--- src/rtl/jtframe_uart_loader.sv ---
// UART ROM loader: takes a framed ROM image off uart_rx and replays it as an ioctl write stream.
// Ports: clk/rst_n; uart_rx/uart_tx serial pair (8N1); downloading, ioctl_addr/data/wr download
// stream; load_ok flags the last frame as good. Frame: A5, LEN[23:0] MSB first, data, CSUM.
module jtframe_uart_loader #(
  parameter int CLKDIV  = 347,
  parameter int TIMEOUT = 4000000,
  parameter int AW      = 22
) (
  input  logic          clk,
  input  logic          rst_n,
  input  logic          uart_rx,
  output logic          uart_tx,
  output logic          downloading,
  output logic [AW-1:0] ioctl_addr,
  output logic [7:0]    ioctl_data,
  output logic          ioctl_wr,
  output logic          load_ok
);

  localparam int CW = $clog2(CLKDIV);
  localparam int TW = $clog2(TIMEOUT + 1);
  localparam logic [7:0] SOF = 8'hA5;
  localparam logic [7:0] ACK = 8'h06;
  localparam logic [7:0] NAK = 8'h15;

  // ---------------- receiver ----------------
  logic          rx_m_q, rx_s_q, rx_p_q;
  logic          rx_busy_q, rx_vld_q, rx_err_q;
  logic [CW-1:0] rx_cnt_q;
  logic [3:0]    rx_bit_q;   // 0 = start bit, 1..8 = data, 9 = stop
  logic [7:0]    rx_sh_q;

  always_ff @(posedge clk or negedge rst_n) begin
    if (!rst_n) begin
      rx_m_q    <= 1'b1;
      rx_s_q    <= 1'b1;
      rx_p_q    <= 1'b1;
      rx_busy_q <= 1'b0;
      rx_vld_q  <= 1'b0;
      rx_err_q  <= 1'b0;
      rx_cnt_q  <= '0;
      rx_bit_q  <= '0;
      rx_sh_q   <= '0;
    end else begin
      rx_m_q   <= uart_rx;
      rx_s_q   <= rx_m_q;
      rx_p_q   <= rx_s_q;
      rx_vld_q <= 1'b0;
      rx_err_q <= 1'b0;
      if (!rx_busy_q) begin
        if (rx_p_q && !rx_s_q) begin
          rx_busy_q <= 1'b1;
          rx_cnt_q  <= CW'(CLKDIV / 2 - 1);   // first sample lands mid start bit
          rx_bit_q  <= '0;
        end
      end else if (rx_cnt_q != '0) begin
        rx_cnt_q <= rx_cnt_q - 1'b1;
      end else begin
        rx_cnt_q <= CW'(CLKDIV - 1);
        rx_bit_q <= rx_bit_q + 4'd1;
        if (rx_bit_q == 4'd0) begin
          if (rx_s_q) rx_busy_q <= 1'b0;      // line back high: glitch, not a start bit
        end else if (rx_bit_q <= 4'd8) begin
          rx_sh_q <= {rx_s_q, rx_sh_q[7:1]};
        end else begin
          rx_busy_q <= 1'b0;
          if (rx_s_q) rx_vld_q <= 1'b1;
          else        rx_err_q <= 1'b1;
        end
      end
    end
  end

  // ---------------- transmitter ----------------
  logic          tx_busy_q, tx_start_q, tx_start_d;
  logic [CW-1:0] tx_cnt_q;
  logic [3:0]    tx_bit_q;
  logic [9:0]    tx_sh_q;    // idles all-ones so uart_tx rests high
  logic [7:0]    reply_q, reply_d;

  always_ff @(posedge clk or negedge rst_n) begin
    if (!rst_n) begin
      tx_busy_q <= 1'b0;
      tx_cnt_q  <= '0;
      tx_bit_q  <= '0;
      tx_sh_q   <= '1;
    end else if (tx_start_q) begin
      tx_busy_q <= 1'b1;
      tx_cnt_q  <= CW'(CLKDIV - 1);
      tx_bit_q  <= '0;
      tx_sh_q   <= {1'b1, reply_q, 1'b0};
    end else if (tx_busy_q) begin
      if (tx_cnt_q != '0) begin
        tx_cnt_q <= tx_cnt_q - 1'b1;
      end else begin
        tx_cnt_q <= CW'(CLKDIV - 1);
        tx_bit_q <= tx_bit_q + 4'd1;
        tx_sh_q  <= {1'b1, tx_sh_q[9:1]};
        if (tx_bit_q == 4'd9) tx_busy_q <= 1'b0;
      end
    end
  end

  assign uart_tx = tx_sh_q[0];

  // ---------------- frame FSM ----------------
  typedef enum logic [2:0] {S_IDLE, S_L2, S_L1, S_L0, S_DATA, S_CSUM, S_REPLY} state_t;

  state_t        state_q, state_d;
  logic [23:0]   len_q, len_d, new_len;
  logic [AW-1:0] cnt_q, cnt_d, addr_q, addr_d;
  logic [7:0]    sum_q, sum_d, data_q, data_d;
  logic [TW-1:0] to_q, to_d;
  logic          dl_q, dl_d, wr_q, wr_d, ok_q, ok_d;
  logic          in_frame, timed_out;

  always_ff @(posedge clk or negedge rst_n) begin
    if (!rst_n) begin
      state_q    <= S_IDLE;
      len_q      <= '0;
      cnt_q      <= '0;
      addr_q     <= '0;
      sum_q      <= '0;
      data_q     <= '0;
      to_q       <= '0;
      dl_q       <= 1'b0;
      wr_q       <= 1'b0;
      ok_q       <= 1'b0;
      reply_q    <= NAK;
      tx_start_q <= 1'b0;
    end else begin
      state_q    <= state_d;
      len_q      <= len_d;
      cnt_q      <= cnt_d;
      addr_q     <= addr_d;
      sum_q      <= sum_d;
      data_q     <= data_d;
      to_q       <= to_d;
      dl_q       <= dl_d;
      wr_q       <= wr_d;
      ok_q       <= ok_d;
      reply_q    <= reply_d;
      tx_start_q <= tx_start_d;
    end
  end

  always_comb begin
    state_d    = state_q;
    len_d      = len_q;
    cnt_d      = cnt_q;
    addr_d     = addr_q;
    sum_d      = sum_q;
    data_d     = data_q;
    dl_d       = dl_q;
    wr_d       = 1'b0;
    ok_d       = ok_q;
    reply_d    = reply_q;
    tx_start_d = 1'b0;
    new_len    = {len_q[15:0], rx_sh_q};
    in_frame   = (state_q == S_L2) || (state_q == S_L1) || (state_q == S_L0) ||
                 (state_q == S_DATA) || (state_q == S_CSUM);
    // Idle-gap counter only runs inside a frame and restarts on every received byte.
    to_d       = (rx_vld_q || !in_frame) ? '0 : to_q + 1'b1;
    timed_out  = in_frame && !rx_vld_q && (to_q == TW'(TIMEOUT - 1));

    case (state_q)
      S_IDLE: if (rx_vld_q && rx_sh_q == SOF) begin
        ok_d    = 1'b0;
        len_d   = '0;
        state_d = S_L2;
      end
      S_L2, S_L1: if (rx_vld_q) begin
        len_d   = new_len;
        state_d = (state_q == S_L2) ? S_L1 : S_L0;
      end
      S_L0: if (rx_vld_q) begin
        len_d = new_len;
        if (new_len == '0 || 33'(new_len) > (33'd1 << AW)) begin
          reply_d    = NAK;
          tx_start_d = 1'b1;
          state_d    = S_REPLY;
        end else begin
          dl_d    = 1'b1;
          cnt_d   = '0;
          sum_d   = '0;
          state_d = S_DATA;
        end
      end
      S_DATA: if (rx_vld_q) begin
        wr_d   = 1'b1;
        data_d = rx_sh_q;
        addr_d = cnt_q;
        cnt_d  = cnt_q + 1'b1;
        sum_d  = sum_q + rx_sh_q;
        if (33'(cnt_q) + 33'd1 == 33'(len_q)) state_d = S_CSUM;
      end
      S_CSUM: if (rx_vld_q) begin
        dl_d       = 1'b0;
        ok_d       = (rx_sh_q == sum_q);
        reply_d    = (rx_sh_q == sum_q) ? ACK : NAK;
        tx_start_d = 1'b1;
        state_d    = S_REPLY;
      end
      S_REPLY: if (!tx_start_q && !tx_busy_q) state_d = S_IDLE;
      default: state_d = S_IDLE;
    endcase

    // Framing error or stalled line inside a frame abandons it with a NAK.
    if (in_frame && (rx_err_q || timed_out)) begin
      dl_d       = 1'b0;
      wr_d       = 1'b0;
      reply_d    = NAK;
      tx_start_d = 1'b1;
      state_d    = S_REPLY;
    end
  end

  assign downloading = dl_q;
  assign ioctl_addr  = addr_q;
  assign ioctl_data  = data_q;
  assign ioctl_wr    = wr_q;
  assign load_ok     = ok_q;

endmodule

--- config.mk ---
export PLATFORM = sky130hd
export DESIGN_NAME = jtframe_uart_loader
export DESIGN_NICKNAME = d
export VERILOG_FILES = /design/src/rtl/jtframe_uart_loader.sv
export SDC_FILE = /design/constraint.sdc
export NUM_CORES = 1
export LEC_CHECK = 0
export BUFFER_PORTS_ARGS = -buffer_cell sky130_fd_sc_hd__clkbuf_2
export CAP_MARGIN = 20
export CORE_ASPECT_RATIO = 2
export CORE_UTILIZATION = 55
export CTS_BUF_LIST = sky130_fd_sc_hd__clkbuf_16
export CTS_CLUSTER_SIZE = 24
export DETAILED_ROUTE_END_ITERATION = 12
export GPL_TIMING_DRIVEN = 0
export PLACE_DENSITY = 0.72
export SETUP_SLACK_MARGIN = 0.05
export SYNTH_ARGS = -nofsm -noshare
export SYNTH_HDL_FRONTEND = slang
export SYNTH_SLANG_ARGS = --single-unit
--- constraint.sdc ---
create_clock -name clk -period 5.5 [get_ports clk]
set_clock_uncertainty 0.2 [all_clocks]
set_input_delay 0 -clock clk [delete_from_list [all_inputs] [get_ports clk]]
set_output_delay 0 -clock clk [all_outputs]
set_load 0.03 [all_outputs]
# Word-level counts from Yosys, hierarchy flattened
# Cells that the tools add are included.
# Widths: inputs -> output; s select.
dict set report word_totals {
  reg_bits 172
  input_bits 3
  output_inout_bits 34
  wordCells 184
}
dict set report op_classes {
  n_addsub 8
  magnitude_cmp 2
  eq_ne 28
  mux 78
  bitwise 2
  reduce_logical 41
}
# op count
set op_table {}
lappend op_table {{$mux 22} 4}
lappend op_table {{$mux 8} 7}
lappend op_table {{$mux 9} 6}
lappend op_table {{$mux 24} 2}
lappend op_table {{$pmux 24 s2} 1}
lappend op_table {{$add 22x1->22 const B} 2}
lappend op_table {{$pmux 22 s2} 1}
lappend op_table {{$mux 1} 32}
lappend op_table {{$pmux 8 s2} 2}
lappend op_table {{$mux 10} 3}
lappend op_table {{$eq 23x24->1} 1}
lappend op_table {{$gt 24x23->1 const B} 1}
lappend op_table {{$logic_not 24->1} 1}
lappend op_table {{$mux 3} 8}
lappend op_table {{$mux 4} 6}
lappend op_table {{$add 22x1->23 const B} 1}
lappend op_table {{$eq 22x22->1 const B} 1}
lappend op_table {{$pmux 3 s6} 1}
lappend op_table {{$reduce_bool 9->1} 2}
lappend op_table {{$sub 9x1->9 const B} 2}
lappend op_table {{$reduce_and 4->1} 4}
lappend op_table {{$ne 2x2->1 const B} 7}
lappend op_table {{$ne 3x2->1 const B} 4}
lappend op_table {{$reduce_bool 2->1} 5}
lappend op_table {{27 further kinds} 55}

# Logic depth before layout (Yosys ltp)
# Gate-level depths: netlist of run 1.
dict set report logic_depth {
  word_depth 11
  mapped_depth 10
  ltp_nobuf 9
}

# Least setup slack after synthesis of run 1
# OpenSTA, ideal clock, no wires.
dict set report synth_timing {
  path_kind {reg-to-reg}
  from {register cnt_q[0]}
  to {register state_q[0]}
  setup_time_ns 0.083
  t_arrival_ns 2.110
  required_ns 5.217
  path_slack_ns 3.107
  stages_incl_launch_ff 9
  path_buffers 1
  synth_period_minus_slack_ns 2.393
  path_cell_list {dfrtp_1 buf_2 nand3_4 or4_1 xnor2_1 a31oi_1 nand3_1 or4_1 o22ai_1}
}
dict set report synth_via {
  elab_chain_cells 4
}
# element line
set synth_rtl {}
lappend synth_rtl {{from (decl)} 111} ;# logic [AW-1:0] cnt_q, cnt_d, addr_q, addr_d;
lappend synth_rtl {{from (signal assigned)} 134} ;# cnt_q <= cnt_d;
lappend synth_rtl {{$add 22x1->23} 195} ;# if (33'(cnt_q) + 33'd1 == 33'(len_q)) state_d = S_CSUM;
lappend synth_rtl {{$eq 23x24->1} 195}
lappend synth_rtl {{$ne 3x1->1 (no line)} n/a}
lappend synth_rtl {{$reduce_and 7->1 (no line)} n/a}
lappend synth_rtl {{to (signal assigned)} 132} ;# state_q <= state_d;
lappend synth_rtl {{to (decl)} 109} ;# state_t state_q, state_d;
# Every way passes these cells.
# A chain may end at the register's enable or synchronous reset.

# Worst setup path in the final report of run 1
# Same ends and word-level chain as after synthesis.

==> impl_metrics.csv, run 1 <==
group,metric,value,unit
outcome,run_status,"finished clean",
grt,initial_antenna_violation_count,0,
final_layout,fillers,1351,
yosys,post_synthesis_cell_area,8350,sq um
die,design.portCount,37,
final_layout,finish.net_count,995,
power,power_per_cell_area,270,nW/um^2
setup_path,worstPathMaxFanout,9,
final_layout,area_delta_synth_final,13.0,%
timing,setup_tns,0,ps
final_layout,final_design_area_no_fill,9430,sq um
drt,routed_wire_length_per_instance,17.4,um
yosys,synth_cell_type_count,69,
yosys,synth_seq_area_share,0.497,
drt,dr_total_vias,6846,
grt,grt_use_total,0.283,
clocking,cts_tree,"built",
final_layout,layout.area.seq,4150,sq um
timing,tightest_slew,895,ps
drt,detailedRoute.firstPassIterationCount,5,
power,max-vdd-ir-drop,0.219,mV
die,die_y,176,um
timing,max-slew-margin-rel,0.398,
yosys,synth-edff-count,0,
setup_path,type_of_origin_of_the_critical_path,"register",
clocking,cts-buffers-inserted,17,
yosys,yosys_warnings,0,
yosys,syn_nets,934,
placed_design,gpl_wtd_cong,0.942,
final_layout,multi_input_combinational_cell_area,3890,sq um
drt,post-route-drc-count,0,
die,core.rowCount,63,
yosys,netlist_instances,914,
drt,route.final.wire_length,20600,um
placed_design,post-place-cells,1146,
setup_path,worst-endpoint-required,5650,ps
drt,ant_nets,0,
yosys,synthesis.area_per_instance,9.13,sq um
clocking,worstSkewPairLatency,430,ps
clocking,clock_pin_transition_on_the_worst_setup_and_hold_timing_paths,70,ps
drt,route.detailed.vias_per_inst,5.79,
timing,timing_hold_violations_final,0,
clocking,clock_path_buffers,2,
timing,fin_crit_share,0.543,
timing,report.final.slew_viol_count,0,
clocking,cts-resized-gates,0,
die,design.die.area,15700,sq um
run,maxCapViolCount,0,
clocking,ctsHtreeMaxLevel,4,
setup_path,crit_path_end_kind,"register",
setup_path,worstSetupPathType,"reg -> reg",
clocking,clock_root_buffer,"sky130_fd_sc_hd__clkbuf_16",
placed_design,port-buffer-count,36,
yosys,synth_area_leaders,"sky130_fd_sc_hd__dfrtp_1 46%, sky130_fd_sc_hd__nand2_1 9.2%, sky130_fd_sc_hd__dfstp_2 4.1%, sky130_fd_sc_hd__xnor2_1 4.0%, sky130_fd_sc_hd__o21ai_0 3.5%",
yosys,synthArstFlopShare,1.00,
timing,report.final.setup_viol,0,
final_layout,finish.cell_count_without_fillers,1183,
grt,grt_pass1_wl,33500,um
grt,first_global_vias,6743,
die,die-width,89.1,um
final_layout,post_route_cells_drive_above_1_share,0.121,
final_layout,final_core_util,0.636,
yosys,yosys_register_bits,165,
placed_design,hpwlAfterDp,14800,um
clocking,cts.sink_count,165,
yosys,synthFlopType,"sky130_fd_sc_hd__dfrtp_1",
timing,max_freq,335,MHz
drt,number_of_drc_markers_after_the_initial_detailed_route_iteration,422,
timing,post-route-min-period,2980,ps
die,initial_core_util,0.563,
grt,grt_max_degree,117,
power,power.static_leakage,4.36,nW
timing,rsz0062_at_grt,"no",
final_layout,antennaDiodeCount,0,
grt,overflow,0,
yosys,area_share_of_the_largest_cell_type_after_synthesis,0.456,
placed_design,placement.cell_area,8810,sq um
yosys,yosys.area.top_type,"sky130_fd_sc_hd__dfrtp_1",
die,placeableCoreArea,14800,sq um
setup_path,worst-endpoint-arrival,3130,ps
hold_path,worst_hold_path_type,"reg -> reg",
==> timing repair <==
action                                 4_1_cts  5_1_grt
hold buffers                                 5        0
endpoints found under the hold margin      155        0
buffers inserted                             0        0
==> layout by cell type, fill, tap and decap left out, types with 6 or more instances in the layout <==
cell type and count:
sky130_fd_sc_hd__nand2_1 205, sky130_fd_sc_hd__dfrtp_1 152, sky130_fd_sc_hd__nor2_1 72, sky130_fd_sc_hd__o21ai_0 59, sky130_fd_sc_hd__xnor2_1 38, sky130_fd_sc_hd__clkbuf_2 36, sky130_fd_sc_hd__xor2_1 33, sky130_fd_sc_hd__a21oi_1 33
sky130_fd_sc_hd__clkbuf_1 28, sky130_fd_sc_hd__a31oi_1 24, sky130_fd_sc_hd__nand3_1 21, sky130_fd_sc_hd__nand4_1 21, sky130_fd_sc_hd__inv_1 18, sky130_fd_sc_hd__nor3_1 18, sky130_fd_sc_hd__clkbuf_16 17, sky130_fd_sc_hd__ha_1 16
sky130_fd_sc_hd__and3_1 13, sky130_fd_sc_hd__nor4_1 13, sky130_fd_sc_hd__dfstp_2 13, sky130_fd_sc_hd__o21ai_1 12, sky130_fd_sc_hd__buf_2 12, sky130_fd_sc_hd__or4_1 7, sky130_fd_sc_hd__mux2_2 7, sky130_fd_sc_hd__or3_1 6
sky130_fd_sc_hd__a22o_1 6
==> per-stage QoR <==
stage,hold slack (ps),worst slack [ps],total power [mW]
floorplan,-496,3110,1.38
global placement,-111,1250,1.42
detailed placement,-214,2640,1.43
CTS,153,2560,2.57
global route,161,2370,2.64
finish,149,2520,2.55
==> per-layer routing <==
layer  global-route usage  part of all wire  up-vias
met5                    0                 0        -
met4                0.188             0.055        0
met3               0.0482             0.033       64
met2                0.504              0.55      153
met1                0.294              0.37     3353
li1                     -                 -     3276
==> worst max-delay path, cell delays in order (launching register included) <==
cell                        delay (ps)
sky130_fd_sc_hd__dfrtp_1           370
sky130_fd_sc_hd__buf_2             220
sky130_fd_sc_hd__nand3_4           170
sky130_fd_sc_hd__nor3_4            460
sky130_fd_sc_hd__a31oi_1           210
sky130_fd_sc_hd__or4_1             520
sky130_fd_sc_hd__nor4_1            380
sky130_fd_sc_hd__o2111ai_1         220
sky130_fd_sc_hd__o22ai_1           160
==> kinds of logic (layout without fill, tap and decap cells) <==
logic type	Yosys count	after routing	share of synthesized area
and+or+nand+nor	413	413	0.233
buffers and inverters	69	143	0.0370
xor gates and xnor gates	71	71	0.0745
DFF	165	165	0.497
adders and majority gates	17	17	0.0264
muxes	9	9	0.0118
AOI/OAI and AO/OA	170	170	0.121
==> area by class of cell <==
cell class	count	area share
flip-flops and latches	165	0.440
multi-input cells	680	0.413
clock buffers	17	0.0451
repair buffers	42	0.0301
well taps	195	0.0259
plain buffers	50	0.0252
clock inverters	15	0.0139
inverters	19	0.00756
==> final timing paths <==
kind                                 startpoint                endpoint  slack, ps  cells after the start
setup / recovery           cnt_q[0]$_DFFE_PN0P_  state_q[0]$_DFFE_PN0P_       2520                      8
hold / removal                 rx_m_q$_DFF_PN1_        rx_s_q$_DFF_PN1_        150                      0
setup reg to reg           cnt_q[0]$_DFFE_PN0P_  state_q[0]$_DFFE_PN0P_       2520                      8
hold reg to reg                rx_m_q$_DFF_PN1_        rx_s_q$_DFF_PN1_        150                      0
max in group asynchronous                 rst_n    sum_q[7]$_DFFE_PN0P_       4050                      4
min in group asynchronous                 rst_n  tx_sh_q[8]$_DFFE_PN1P_        460                      3
==> Yosys cell counts (7+ instances only) <==
| cell | n |
|---|---|
| sky130_fd_sc_hd__nor4_1 | 13 |
| sky130_fd_sc_hd__o21ai_1 | 12 |
| sky130_fd_sc_hd__a31oi_1 | 24 |
| sky130_fd_sc_hd__ha_1 | 16 |
| sky130_fd_sc_hd__o21ai_0 | 59 |
| sky130_fd_sc_hd__nand3_1 | 21 |
| sky130_fd_sc_hd__xnor2_1 | 38 |
| sky130_fd_sc_hd__inv_1 | 17 |
| sky130_fd_sc_hd__or4_1 | 7 |
| sky130_fd_sc_hd__dfstp_2 | 13 |
| sky130_fd_sc_hd__buf_2 | 12 |
| sky130_fd_sc_hd__nor2_1 | 72 |
| sky130_fd_sc_hd__nand2_1 | 205 |
| sky130_fd_sc_hd__mux2_2 | 7 |
| sky130_fd_sc_hd__nor3_1 | 18 |
| sky130_fd_sc_hd__and3_1 | 13 |
| sky130_fd_sc_hd__dfrtp_1 | 152 |
| sky130_fd_sc_hd__xor2_1 | 33 |
| sky130_fd_sc_hd__nand4_1 | 21 |
| sky130_fd_sc_hd__clkbuf_1 | 28 |
| sky130_fd_sc_hd__a21oi_1 | 33 |
==> flip-flops by register name (all words and copies together), names as in the netlist, 2 cells and up <==
register / flops
state_q: 3
tx_bit_q: 4
tx_sh_q: 9
len_q: 24
rx_bit_q: 4
ioctl_data: 8
cnt_q: 22
reply_q: 2
tx_cnt_q: 9
to_q: 22
sum_q: 8
ioctl_addr: 22
rx_sh_q: 8
rx_cnt_q: 9
==> where the power goes <==
part	switching [mW]	total, mW	internal (mW)
Clock	0.515	1.14	0.625
Sequential	0.0317	1.28	1.25
Combinational	0.0730	0.129	0.0562
Total	0.619	2.55	1.93
(Power assumes the default switching activity.)
==> run 2: changes to the inputs <==
--- a/config.mk
+++ b/config.mk
@@ -5,6 +5,7 @@
 export SDC_FILE = /design/constraint.sdc
 export NUM_CORES = 1
 export LEC_CHECK = 0
+export ABC_AREA = 1
 export BUFFER_PORTS_ARGS = -buffer_cell sky130_fd_sc_hd__clkbuf_2
 export CAP_MARGIN = 20
 export CORE_ASPECT_RATIO = 2
==> constraint.sdc (replaced) <==
create_clock -name clk -period 3.12 [get_ports clk]
set_clock_uncertainty 0.2 [all_clocks]
set_input_delay 0 -clock clk [delete_from_list [all_inputs] [get_ports clk]]
set_output_delay 0 -clock clk [all_outputs]
set_load 0.03 [all_outputs]
==> run 2 against run 1 <==
Core utilization is 0.33 points higher. Largest cell class unchanged. Highest routed layer unchanged. Final area is 1.0% higher. Sequential share of layout area is 0.46 points lower. Critical path depth is 7 higher. Clock power is 75% higher. Setup slack worse by 2200 ps. Register-to-register slack worse by 2200 ps. Global-route usage is 3.2 points higher. Cell count is 12% higher. Combinational power is 95% higher.
==> impl_metrics.csv, run 2 <==
group,metric,value,unit
yosys,synth-edff-count,0,
placed_design,gpl_wtd_cong,0.944,
clocking,worstSkewPairLatency,440,ps
yosys,synthArstFlopShare,1.00,
timing,post-route-min-period,2800,ps
grt,grt_max_degree,113,
setup_path,worst_path_max_delay_cell,"sky130_fd_sc_hd__dfrtp_1",
drt,routed_wire_length_per_instance,17.0,um
die,placeableCoreArea,14900,sq um
setup_path,worstPathBufferInverterCount,0,
die,design.portCount,37,
setup_path,timing.critical_path.max_delay_family,"simple AND/OR/NAND/NOR gates",
setup_path,critical_path.reg2reg.endpoint,"state_q[0]$_DFFE_PN0P_",
timing,timing_hold_violations_final,0,
yosys,netlist_instances,1052,
power,power.static_leakage,4.46,nW
setup_path,critical_path.endpoint,"state_q[0]$_DFFE_PN0P_",
yosys,area_share_of_the_largest_cell_type_after_synthesis,0.451,
final_layout,biggest_register,"len_q",
placed_design,port-buffer-count,36,
drt,ant_nets,0,
final_layout,layout.cells.most_common_list,"231 x sky130_fd_sc_hd__nand2_1, 152 x sky130_fd_sc_hd__dfrtp_1, 131 x sky130_fd_sc_hd__inv_1, 106 x sky130_fd_sc_hd__nand3_1, 105 x sky130_fd_sc_hd__o21ai_0",
final_layout,largest_register_ffs,24,
grt,initial_antenna_violation_count,0,
setup_path,worstPathCellList,"nand3_1 -> nor2_1 -> nand2_1 -> nand3_1 -> nand2_1 -> nor2_1 -> nand2_1 -> nor2_1 -> nand2_1 -> nor2_1 -> nand2_1 -> nand2_2 -> nand2_2 -> nand3_1 -> nand2_1",
placed_design,post-place-cells,1284,
outcome,run_status,"finished clean",
yosys,yosys.area.top_type,"sky130_fd_sc_hd__dfrtp_1",
power,p_total,4.52,mW
setup_path,type_of_origin_of_the_critical_path,"register",
run,maxCapViolCount,0,
drt,route.detailed.vias_per_inst,5.62,
setup_path,worst_path_most_repeated_cell,"sky130_fd_sc_hd__nand2_1",
drt,number_of_drc_markers_after_the_initial_detailed_route_iteration,478,
die,design.die.area,15900,sq um
setup_path,register_to_register_setup_slack,320,ps
clocking,ctsHtreeMaxLevel,4,
yosys,synth_cell_type_count,49,
setup_path,cp_slowest_stage_delay,480,ps
die,initial_core_util,0.567,
clocking,clock_path_buffers,2,
placed_design,hpwlAfterDp,16100,um
yosys,yosys_register_bits,165,
power,power_per_cell_area,474,nW/um^2
clocking,cts.sink_count,165,
timing,max_freq,357,MHz
hold_path,worst_hold_path_type,"in -> reg",
yosys,synthTopCellsByCount,"231 x sky130_fd_sc_hd__nand2_1, 152 x sky130_fd_sc_hd__dfrtp_1, 131 x sky130_fd_sc_hd__inv_1",
timing,max-slew-margin-rel,0.489,
clocking,cts_tree,"built",
drt,route.final.wire_length,22500,um
timing,rsz0062_at_grt,"no",
grt,grt_use_total,0.315,
grt,overflow,0,
timing,report.final.setup_viol,0,
final_layout,finish.cell_count_without_fillers,1322,
yosys,synth_area_leaders,"sky130_fd_sc_hd__dfrtp_1 45%, sky130_fd_sc_hd__nand2_1 10%, sky130_fd_sc_hd__nand3_1 6.3%, sky130_fd_sc_hd__o21ai_0 6.2%, sky130_fd_sc_hd__inv_1 5.8%",
grt,first_global_vias,7300,
timing,tightest_slew,766,ps
final_layout,area_delta_synth_final,12.9,%
yosys,post_synthesis_cell_area,8440,sq um
final_layout,post_route_cells_drive_above_1_share,0.120,
die,die-width,89.6,um
setup_path,worst-endpoint-arrival,2930,ps
hold_path,hold_depth,2,
drt,detailedRoute.firstPassIterationCount,7,
setup_path,cp-startpoint,"cnt_q[0]$_DFFE_PN0P_",
yosys,synth_seq_area_share,0.491,
setup_path,worstSetupPathType,"reg -> reg",
setup_path,r2r_cells,15,
die,die_y,177,um
setup_path,crit_path_end_kind,"register",
drt,dr_total_vias,7424,
yosys,yosys_warnings,0,
setup_path,worstPathMaxFanout,7,
power,max-vdd-ir-drop,0.425,mV
clocking,clock_pin_transition_on_the_worst_setup_and_hold_timing_paths,70,ps
drt,post-route-drc-count,0,
clocking,clock_root_buffer,"sky130_fd_sc_hd__clkbuf_16",
final_layout,antennaDiodeCount,0,
setup_path,r2r-start,"cnt_q[0]$_DFFE_PN0P_",
yosys,synthFlopType,"sky130_fd_sc_hd__dfrtp_1",
setup_path,worst-endpoint-required,3240,ps
yosys,syn_nets,1072,
final_layout,mostFrequentLayoutCell,"sky130_fd_sc_hd__nand2_1",
setup_path,worst-path-stages,15,
yosys,yosysMostFrequentCell,"sky130_fd_sc_hd__nand2_1",
grt,grt_pass1_wl,36400,um
clocking,cts-buffers-inserted,17,
yosys,synthesis.area_per_instance,8.02,sq um
timing,fin_crit_share,0.898,
timing,report.final.slew_viol_count,0,
final_layout,finish.net_count,1134,
die,core.rowCount,63,
run 2: metrics by stage:
stage	cell area [sq um]	utilization	setup TNS, ps	setup slack (ps)	hold slack [ps]
after CTS	9510	0.639	0	221	18.2
after detailed placement	8900	0.597	0	239	-216
final	9530	0.640	0	318	17.1
after floorplan	8440	-	0	1010	-496
after global placement	8860	0.595	-160620	-1080	-111
after global routing	9530	0.640	0	106	13.6
run 2: kinds of logic (layout without fill, tap and decap cells):
logic type               Yosys count  after routing  share of synthesized area
AO/OA/AOI/OAI                    174            174                      0.117
XOR/XNOR                          15             15                     0.0156
adder cells (fa/ha/maj)           17             17                     0.0261
buffers and inverters            163            238                     0.0738
flip-flops                       165            165                      0.491
multiplexers                       2              2                    0.00237
AND/OR/NAND/NOR                  516            516                      0.275
run 2: layout make-up:
class / count / area (sq um)
plain buffers: 25 / 106
multi-input cells: 724 / 3670
clock inverters: 15 / 130
flip-flops and latches: 165 / 4150
clock buffers: 17 / 425
inverters: 138 / 518
repair buffers: 43 / 289
well taps: 195 / 244
fillers: 1332 / 5370
run 2: worst min-delay path by stage:
stage / slack [ps] / end / from
after floorplan: -500 / cnt_q[0]$_DFFE_PN0P_ / rst_n
after global placement: -110 / rx_m_q$_DFF_PN1_ / uart_rx
after detailed placement: -220 / ioctl_addr[10]$_DFFE_PN0P_ / rst_n
after CTS: 20 / rx_m_q$_DFF_PN1_ / uart_rx
after global routing: 10 / rx_m_q$_DFF_PN1_ / uart_rx
final: 20 / rx_m_q$_DFF_PN1_ / uart_rx
run 2: what timing repair did:
action / 4_1_cts / 5_1_grt
hold buffers: 4 / 0
endpoints found under the hold margin: 156 / 0
gates resized for setup: 0 / 2
buffers inserted: 0 / 2
setup endpoints to repair: 0 / 3
run 2: where the power goes:
| part | internal (mW) | leakage, nW | switching [mW] |
|---|---|---|---|
| Clock | 1.10 | 0.259 | 0.906 |
| Combinational | 0.0980 | 1.96 | 0.154 |
| Sequential | 2.21 | 2.23 | 0.0519 |
run 2: per-layer routing:
| layer | vias to the layer above | track usage | part of all wire |
|---|---|---|---|
| met5 | - | 0 | 0 |
| met4 | 0 | 0.212 | 0.068 |
| met3 | 92 | 0.0737 | 0.048 |
| met2 | 227 | 0.536 | 0.53 |
| met1 | 3527 | 0.336 | 0.36 |
| li1 | 3578 | - | - |
